===== config.mk =====
export PLATFORM = sky130hd
export DESIGN_NAME = mult_arbiter_flat
export DESIGN_NICKNAME = d
export VERILOG_FILES = /design/src/rtl/mult_pkg.sv /design/src/rtl/mult_arbiter_if.sv /design/src/rtl/multipler.sv /design/src/rtl/mult_arbiter.sv /design/src/flat_wrapper.sv
export SDC_FILE = /design/constraint.sdc
export NUM_CORES = 2
export LEC_CHECK = 0
export CAP_MARGIN = 5
export CORE_MARGIN = 10
export CORE_UTILIZATION = 50
export DETAILED_ROUTE_END_ITERATION = 7
export PLACE_DENSITY = 0.7
export SYNTH_ARGS = -nofsm -noshare
export SYNTH_HDL_FRONTEND = slang
export SYNTH_SLANG_ARGS = --single-unit

===== constraint.sdc =====
create_clock -name clk -period 14.2 [get_ports clk]
set_input_delay 1.42 -clock clk [delete_from_list [all_inputs] [get_ports clk]]
set_output_delay 1.42 -clock clk [all_outputs]
set_load 0.05 [all_outputs]

===== src/rtl/mult_pkg.sv =====
// Shared widths, limits and FSM encoding for the multiplier arbiter slice.
package mult_pkg;
  localparam int OP_W     = 32;
  localparam int RES_W    = 64;
  localparam int NREQ_MAX = 16;

  typedef enum logic [1:0] {
    IDLE = 2'd0,
    MUL  = 2'd1,
    RESP = 2'd2
  } state_t;
endpackage


===== src/rtl/mult_arbiter_if.sv =====
// Request fan-in and response channel between requesters and the shared multiplier.
interface mult_arbiter_if
  import mult_pkg::*;
#(
  parameter int NREQ = 4,
  parameter int IDW  = 2
);
  logic [NREQ-1:0]      req_valid;
  logic [NREQ*OP_W-1:0] req_op0;
  logic [NREQ*OP_W-1:0] req_op1;
  logic [NREQ-1:0]      req_ready;
  logic                 rsp_valid;
  logic                 rsp_ready;
  logic [IDW-1:0]       rsp_id;
  logic [RES_W-1:0]     rsp_res;
  logic                 busy;

  modport master (
    output req_valid, req_op0, req_op1, rsp_ready,
    input  req_ready, rsp_valid, rsp_id, rsp_res, busy
  );

  modport slave (
    input  req_valid, req_op0, req_op1, rsp_ready,
    output req_ready, rsp_valid, rsp_id, rsp_res, busy
  );
endinterface


===== src/rtl/multipler.sv =====
// Existing 32x32 unsigned combinational multiplier; zero latency, no flow control.
module multipler
  import mult_pkg::*;
(
  input  logic [OP_W-1:0]  a,
  input  logic [OP_W-1:0]  b,
  output logic [RES_W-1:0] p
);
  assign p = RES_W'(a) * RES_W'(b);
endmodule


===== src/rtl/mult_arbiter.sv =====
// Round-robin arbiter sharing one multiplier, flopped on both sides; grant to rsp_valid is 2 cycles.
// While rsp_ready is low the response holds steady and no new request is granted.
module mult_arbiter
  import mult_pkg::*;
#(
  parameter int NREQ = 4,
  parameter int IDW  = 2
) (
  input logic           clk,
  input logic           rst,
  mult_arbiter_if.slave bus
);

  state_t            state_q, state_d;
  logic [IDW-1:0]    rr_ptr, id_q, gnt_idx;
  logic              gnt_any;
  logic [NREQ-1:0]   req_ready_d;
  logic [OP_W-1:0]   a_q, b_q;
  logic [RES_W-1:0]  prod, res_q;

  // Returns {found, index}: first set bit at or above ptr, wrapping past NREQ-1.
  function automatic logic [IDW:0] rr_pick(input logic [NREQ-1:0] vld,
                                           input logic [IDW-1:0]  ptr);
    logic           found;
    logic [IDW-1:0] idx;
    int             j;
    found = 1'b0;
    idx   = '0;
    for (int k = 0; k < NREQ; k++) begin
      j = (int'(ptr) + k) % NREQ;
      if (!found && vld[j]) begin
        found = 1'b1;
        idx   = IDW'(j);
      end
    end
    return {found, idx};
  endfunction

  assign {gnt_any, gnt_idx} = rr_pick(bus.req_valid, rr_ptr);

  always_comb begin
    state_d     = state_q;
    req_ready_d = '0;
    case (state_q)
      IDLE: begin
        // A grant asserted during reset would be a handshake that is never honoured.
        if (gnt_any && !rst) begin
          req_ready_d[gnt_idx] = 1'b1;
          state_d              = MUL;
        end
      end
      MUL:     state_d = RESP;
      RESP:    if (bus.rsp_ready) state_d = IDLE;
      default: state_d = IDLE;
    endcase
  end

  assign bus.req_ready = req_ready_d;
  assign bus.rsp_valid = (state_q == RESP);
  assign bus.rsp_id    = id_q;
  assign bus.rsp_res   = res_q;
  assign bus.busy      = (state_q != IDLE);

  always_ff @(posedge clk) begin
    if (rst) begin
      state_q <= IDLE;
      rr_ptr  <= '0;
      id_q    <= '0;
      a_q     <= '0;
      b_q     <= '0;
      res_q   <= '0;
    end else begin
      state_q <= state_d;
      if (state_q == IDLE && gnt_any) begin
        a_q    <= bus.req_op0[gnt_idx*OP_W +: OP_W];
        b_q    <= bus.req_op1[gnt_idx*OP_W +: OP_W];
        id_q   <= gnt_idx;
        rr_ptr <= (int'(gnt_idx) == NREQ - 1) ? '0 : gnt_idx + IDW'(1);
      end
      if (state_q == MUL) res_q <= prod;
    end
  end

  multipler u_mul (
    .a (a_q),
    .b (b_q),
    .p (prod)
  );

endmodule


===== src/flat_wrapper.sv =====
// flat-port wrapper written by rule: the top's interface ports become plain ports
module mult_arbiter_flat import mult_pkg::*;
#(
  parameter int NREQ = 4,
  parameter int IDW  = 2
)
  (clk, rst, bus_req_valid, bus_req_op0, bus_req_op1, bus_rsp_ready, bus_req_ready, bus_rsp_valid, bus_rsp_id, bus_rsp_res, bus_busy);
  mult_arbiter_if #(.NREQ(NREQ), .IDW(IDW)) bus_i ();
  input logic clk;
  input logic rst;
  input wire logic [$bits(bus_i.req_valid)-1:0] bus_req_valid;
  input wire logic [$bits(bus_i.req_op0)-1:0] bus_req_op0;
  input wire logic [$bits(bus_i.req_op1)-1:0] bus_req_op1;
  input wire logic [$bits(bus_i.rsp_ready)-1:0] bus_rsp_ready;
  output wire logic [$bits(bus_i.req_ready)-1:0] bus_req_ready;
  output wire logic [$bits(bus_i.rsp_valid)-1:0] bus_rsp_valid;
  output wire logic [$bits(bus_i.rsp_id)-1:0] bus_rsp_id;
  output wire logic [$bits(bus_i.rsp_res)-1:0] bus_rsp_res;
  output wire logic [$bits(bus_i.busy)-1:0] bus_busy;
  assign bus_i.req_valid = bus_req_valid;
  assign bus_i.req_op0 = bus_req_op0;
  assign bus_i.req_op1 = bus_req_op1;
  assign bus_i.rsp_ready = bus_rsp_ready;
  assign bus_req_ready = bus_i.req_ready;
  assign bus_rsp_valid = bus_i.rsp_valid;
  assign bus_rsp_id = bus_i.rsp_id;
  assign bus_rsp_res = bus_i.rsp_res;
  assign bus_busy = bus_i.busy;
  mult_arbiter #(.NREQ(NREQ), .IDW(IDW)) u_core (.clk(clk), .rst(rst), .bus(bus_i));
endmodule

## Yosys cells after proc, flatten, opt, wreduce, memory -nomap -nowiden

Index checks and enable logic that the tools add are counted.

| cells by class | value |
|---|---|
| $add $sub $neg | 4 |
| multipliers | 1 |
| order comparisons | 6 |
| equal/unequal tests | 5 |
| shifts and indexed selects | 2 |
| mux-type cells | 27 |
| bitwise logic cells | 3 |
| reductions and logical operators | 16 |

Operators with widths:

| operator | count |
|---|---|
| $shiftx A128 B8 Y32 | 2 |
| $mul A32 B32 Y64 | 1 |
| $mux W2 | 7 |
| $lt A3 B4 Y1 const B | 3 |
| $mux W1 | 12 |
| $bmux W1 S2 | 4 |
| $mux W4 | 2 |
| $logic_and A1 B1 Y1 | 6 |
| $lt A2 B3 Y1 const B | 2 |
| $pmux W2 S3 | 1 |
| $reduce_or A2 Y1 | 3 |
| $add A2 B1 Y2 const B | 2 |
| $add A2 B2 Y2 const B | 2 |
| $eq A2 B1 Y1 const B | 2 |
| $logic_not A1 Y1 | 4 |
| $and A1 B1 Y1 const A | 3 |
| $demux W1 S2 | 1 |
| $eq A2 B2 Y1 const B | 1 |
| $ge A2 B1 Y1 const B | 1 |
| $logic_not A2 Y1 | 1 |
| $ne A2 B1 Y1 const B | 1 |
| $ne A2 B2 Y1 const B | 1 |
| $reduce_and A2 Y1 | 1 |
| $reduce_bool A2 Y1 | 1 |

| storage, ports and cells | value |
|---|---|
| flip-flop bits (word level) | 134 |
| input port bits | 263 |
| word-level logic and storage cells | 70 |

## Depth between registers and ports, before layout

| logic depth | value |
|---|---|
| depth in word-level cells | 20 |
| depth in mapped cells | 28 |
| gate-level depth less buffers | 26 |

## Cells and area by module

A second synthesis with hierarchy kept.

| unflattened totals | value |
|---|---|
| cell total of the unflattened synthesis | 4334 |
| area total of the unflattened synthesis | 39272.7 µm² |

Modules (own cells, without submodules):

| module | times used | cells each | area an instance (µm²) |
|---|---|---|---|
| multipler | 1 | 3650 | 33171.8 |
| mult_arbiter | 1 | 684 | 6100.9 |

## Worst setup path after synthesis

Ideal clock, no wire load.

| timing path | value |
|---|---|
| path type | reg-to-reg |
| start point | register u_core.a_q[25] |
| end point | register u_core.res_q[63] (netlist: u_core.bus.rsp_res[63]) |
| arrival | 7.057 ns |
| data required time | 14.078 ns |
| slack | 7.021 ns |
| cell stages (with the launch flop) | 26 |
| path buffers | 2 |
| period minus slack after synthesis | 7.179 ns |
| path through | dfxtp_1 clkbuf_1 and2_1 fa_1 fa_1 inv_1 fa_1 fa_1 inv_1 fa_1 fa_1 fa_1 inv_1 fa_1 inv_1 ha_1 and2_1 buf_6 nand3_2 or3_4 a2111oi_4 o221ai_4 o31ai_4 o21ai_1 xnor2_1 o21ai_1 |

| between the ends | value |
|---|---|
| cells in the longest elaborated chain, start to end | 1 |

Ends and longest elaborated chain:

| item | RTL line | text |
|---|---|---|
| start: declaration | mult_arbiter.sv:18 | `logic [OP_W-1:0] a_q, b_q;` |
| start signal: assignment | mult_arbiter.sv:75 | `a_q <= bus.req_op0[gnt_idx*OP_W +: OP_W];` |
| $mul A32 B32 Y64 | multipler.sv:9 | `assign p = RES_W'(a) * RES_W'(b);` |
| end signal: assignment | mult_arbiter.sv:80 | `if (state_q == MUL) res_q <= prod;` |
| end: declaration | mult_arbiter.sv:19 | `logic [RES_W-1:0] prod, res_q;` |

No other way between the ends.
A chain may end at the register's enable or synchronous reset.

## Final worst setup path

| timing path | value |
|---|---|
| start point | register u_core.b_q[11] |
| end point | register u_core.res_q[63] (netlist: u_core.bus.rsp_res[63]) |

| between the ends | value |
|---|---|
| cells in the longest elaborated chain, start to end | 1 |

Ends and longest elaborated chain:

| item | RTL line | text |
|---|---|---|
| start: declaration | mult_arbiter.sv:18 |  |
| start signal: assignment | mult_arbiter.sv:76 | `b_q <= bus.req_op1[gnt_idx*OP_W +: OP_W];` |
| $mul A32 B32 Y64 | multipler.sv:9 |  |

No other way between the ends.

==> results.txt <==
- Routed wire length per instance: 21.76 um
- Most frequent cells in the layout: 896 x fa_1, 866 x inv_1, 690 x nand2_1
- The run finished, with violations left.
- GR Overflow Total: 0
- Number of global-route vias before repair: 34040
- Summed over all instances, the cell type with the most area after synthesis is fa_1.
- Data on the critical path arrives at its endpoint at 9.07 ns.
* Number of design-rule violations left by the first detailed-router iteration: 2434
- The layer flagged by global routing as most heavily used is met2.
- For this design, the sink count on the clock tree is 134.
* Count of final setup violators: 0
- Across the VDD grid, the largest voltage drop is 0.1871 mV.
- Met2 Usage GRT: 0.4798
- The clock passes through at most 2 buffers.
* Wire length of the first global-routing pass: 196500 um
- Post-Synthesis Cells: 4485
- OpenSTA, run right after detailed placement, puts the worst setup slack at 5.623 ns.
- Hold Buf Count CTS: 0
* Violations in the final reports: design-rule violations
- Net Count, Synth: 5911
- The clock reaches the later pin of the worst-skew pair after 0.47 ns.
- Final setup margin: 5.446 ns
- First-pass iteration count of the detailed router: 8
* Type of the worst min-delay path: reg2reg
- Critical Path Sink Type: register
* Initial standard-cell utilization of the core: 0.5054
- Reg2reg setup slack: 5.45 ns
- TritonCTS clock tree: yes
- The number of cells on the worst reg-to-reg path is 24.
* Total wire length: 123800 um
- GRT met1 Usage: 0.3500
- Of all nets on the critical path, the largest fanout is 19.
- Placement row count: 103
* Max Cap Violations: 0
- Clock-pin slew was measured on the worst setup and hold paths at 0.07 ns.
* Leading cell type in the layout, fill and taps excluded: fa_1
* Net count of the finished layout: 6047
- The worst path in the final design needs a cycle of 8.754 ns, including I/O delays and setup.
- Worst Hold Path EP: u_core.bus.rsp_res[18]$_SDFFE_PP0N_
- Fraction of layout cells with a size suffix above 1: 0.03971
* Remaining max-slew budget at the tightest pin: 0.2021
- The count of final hold-check violations was 0.
- Area added between synthesis and finish: 11.47%
* Final clock skew: 0.02749 ns
- In this run the critical register-to-register path is launched from u_core.b_q[11]$_SDFFE_PP0P_.
- In the post-synthesis netlist, the biggest area contributors are fa_1 45%, and2_1 9.4%, ha_1 8.4%.
- STA classifies the critical path startpoint as a register.
- The share of synthesized area in the top cell type comes to 0.4486.
- Seq cells post-synth: 134
* P_leak: 21.75 nW
- Port buffering added 334 buffers.
- For this run, the total global-route usage over all layers was measured as 0.2792.
- Chip height: 302.8 um
- CTS-repair resized insts: 0
* Largest net degree at the start of global routing: 86
* Post-Route Setup TNS: 0 ns
- The floorplan step set the die width to 302.8 um.
- The share of the Yosys chip area taken by registers is 0.06708.
* Antenna violations before repair: 5
- For this run, the number of Yosys warnings is 0.
* Number of cells on the worst hold path: 2
- Most common flop cell mapped by yosys: dfxtp_1
- Total via count after detailed routing: 31300
- The die covers 0.09169 mm2.
- Antenna Nets Post-Route: 0
- Slew Viols, Final: 0
- For this design the ratio of total power to cell area is 146.5 mW/mm2.
* Setup bufs post-CTS: 0
- Unrepaired setup endpoints after global routing: false
- Master cell of the clock root buffer: clkbuf_16
- The worst setup path is of the reg2reg kind.
* Vias per Instance: 5.502
- STA puts the critical path data required time at 14.51 ns.
- Async set-or-reset flop fraction in the synthesized netlist: 0
* Maximum level of the CTS H-tree: 4
* Mapped cell area: 0.03999 mm2
- Unique masters post-synth: 81
- After detailed routing, the number of remaining DRC violations is 4.
- Number of enable flip-flop cells after synthesis: 0
* Number of CTS-inserted buffers: 17
- For met3 alone, demand over resource in global routing was 0.04518.
- Achievable frequency: 114.2 MHz
* Final cycle utilization of the critical path: 0.6165
- RR Endpoint: u_core.bus.rsp_res[63]$_SDFFE_PP0N_
- Synthesized area per cell: 8.916 um2
* Detail Placement HPWL: 96660 um
- The worst hold path begins at u_core.bus.rsp_res[18]$_SDFFE_PP0N_.
- 335 I/O pins were placed.
- For the pin with the worst max-slew slack, the measured transition is 1.192 ns.
* Last weighted congestion value of the routability-driven placer: 0.9541
- The core region is 0.07913 mm2.
[worst max path at each step]
stage / start / to / cells past startpoint
3_3_place_gp: u_core.b_q[11]$_SDFFE_PP0P_ / u_core.bus.rsp_res[63]$_SDFFE_PP0N_ / 24
5_1_grt: u_core.b_q[11]$_SDFFE_PP0P_ / u_core.bus.rsp_res[63]$_SDFFE_PP0N_ / 24
3_5_place_dp: u_core.b_q[11]$_SDFFE_PP0P_ / u_core.bus.rsp_res[63]$_SDFFE_PP0N_ / 24
6_report: u_core.b_q[11]$_SDFFE_PP0P_ / u_core.bus.rsp_res[63]$_SDFFE_PP0N_ / 24
2_1_floorplan: u_core.a_q[25]$_SDFFE_PP0P_ / u_core.bus.rsp_res[63]$_SDFFE_PP0N_ / 25
4_1_cts: u_core.b_q[11]$_SDFFE_PP0P_ / u_core.bus.rsp_res[63]$_SDFFE_PP0N_ / 24
[power breakdown]
part	leakage, nW	switching [mW]	total [mW]	internal (mW)
registers	1.10	0.107	0.562	0.455
logic	20.4	3.49	5.48	1.99
clock network	0.288	0.230	0.483	0.253
total	21.8	3.83	6.53	2.70
[state kept, by name, summed over array words and instances (netlist names)]
signal,flops
u_core.rr_ptr,2
u_core.bus.rsp_res,64
u_core.state_q,2
u_core.a_q,32
u_core.bus.rsp_id,2
u_core.b_q,32
[Yosys cell counts (all sizes together), types with 15 or more instances]
| master | n |
|---|---|
| xor2 | 22 |
| a311oi | 33 |
| fa | 896 |
| o21ai | 47 |
| nand2 | 690 |
| mux2 | 33 |
| a22oi | 33 |
| nand4 | 22 |
| a21oi | 150 |
| xnor2 | 35 |
| dfxtp | 134 |
| and3 | 40 |
| clkbuf | 272 |
| buf | 15 |
| a21o | 51 |
| and2 | 602 |
| mux2i | 34 |
| nand3 | 18 |
| nor2 | 74 |
| o22ai | 34 |
| o21bai | 17 |
| ha | 267 |
| inv | 867 |
[per-stage QoR]
stage                     instances  area, um2  power, mW  hold slack (ns)    util
after floorplan                4485      39990      4.373           0.4811       -
after global placement         5652      43960      5.918           0.4372  0.5555
after detailed placement       5652      43960      5.977           0.4432  0.5555
after CTS                      5684      44560      6.499           0.4539  0.5632
after global routing           5684      44560      7.082           0.4723  0.5632
final                          5689      44580      6.528           0.4516  0.5633
[critical path, stage by stage, from the launching register on]
cell and delay, ns:
dfxtp_1 0.98, buf_4 0.44, and2_1 0.21, fa_1 0.42
fa_1 0.50, inv_1 0.06, fa_1 0.49, fa_1 0.51
inv_1 0.05, fa_1 0.56, fa_1 0.43, fa_1 0.53
inv_1 0.06, fa_1 0.48, inv_1 0.04, ha_1 0.42
and2_1 0.36, nand3_2 0.12, or3_4 0.37, a2111oi_4 0.58
o221ai_4 0.24, o31ai_4 0.36, o21ai_1 0.13, xnor2_1 0.19
o21ai_1 0.07
[layer usage]
metal  part of all wire  wire length, um  up-vias
met3              0.068             8455      255
met5            0.00011               13        -
li1                   -                -    13730
met1               0.39            48090    16170
met2               0.50            61980     1147
met4              0.042             5256        2
[layout make-up]
type                            instances  area (um2)
Antenna cell                            5       12.51
Clock inverter                         15       178.9
Multi-Input combinational cell       3194       32820
Tap cell                             1050        1314
Timing Repair Buffer                  407        3889
Sequential cell                       134        2688
Inverter                              867        3254
Fill cell                            7181       34550
Clock buffer                           17       425.4
[cell families (layout without fill, tap and decap cells)]
kind of cell | after synthesis | in the layout | share of synthesized area
XOR/XNOR | 57 | 57 | 0.01248
multiplexers | 67 | 67 | 0.01780
flip-flops | 134 | 134 | 0.06708
buffers and inverters | 1157 | 1306 | 0.1133
AND/OR/NAND/NOR | 1479 | 1479 | 0.1841
other | 0 | 5 | 0
AO/OA/AOI/OAI | 428 | 428 | 0.07319
adder cells (fa/ha/maj) | 1163 | 1163 | 0.5321
Power figures use the tool's default switching activity.
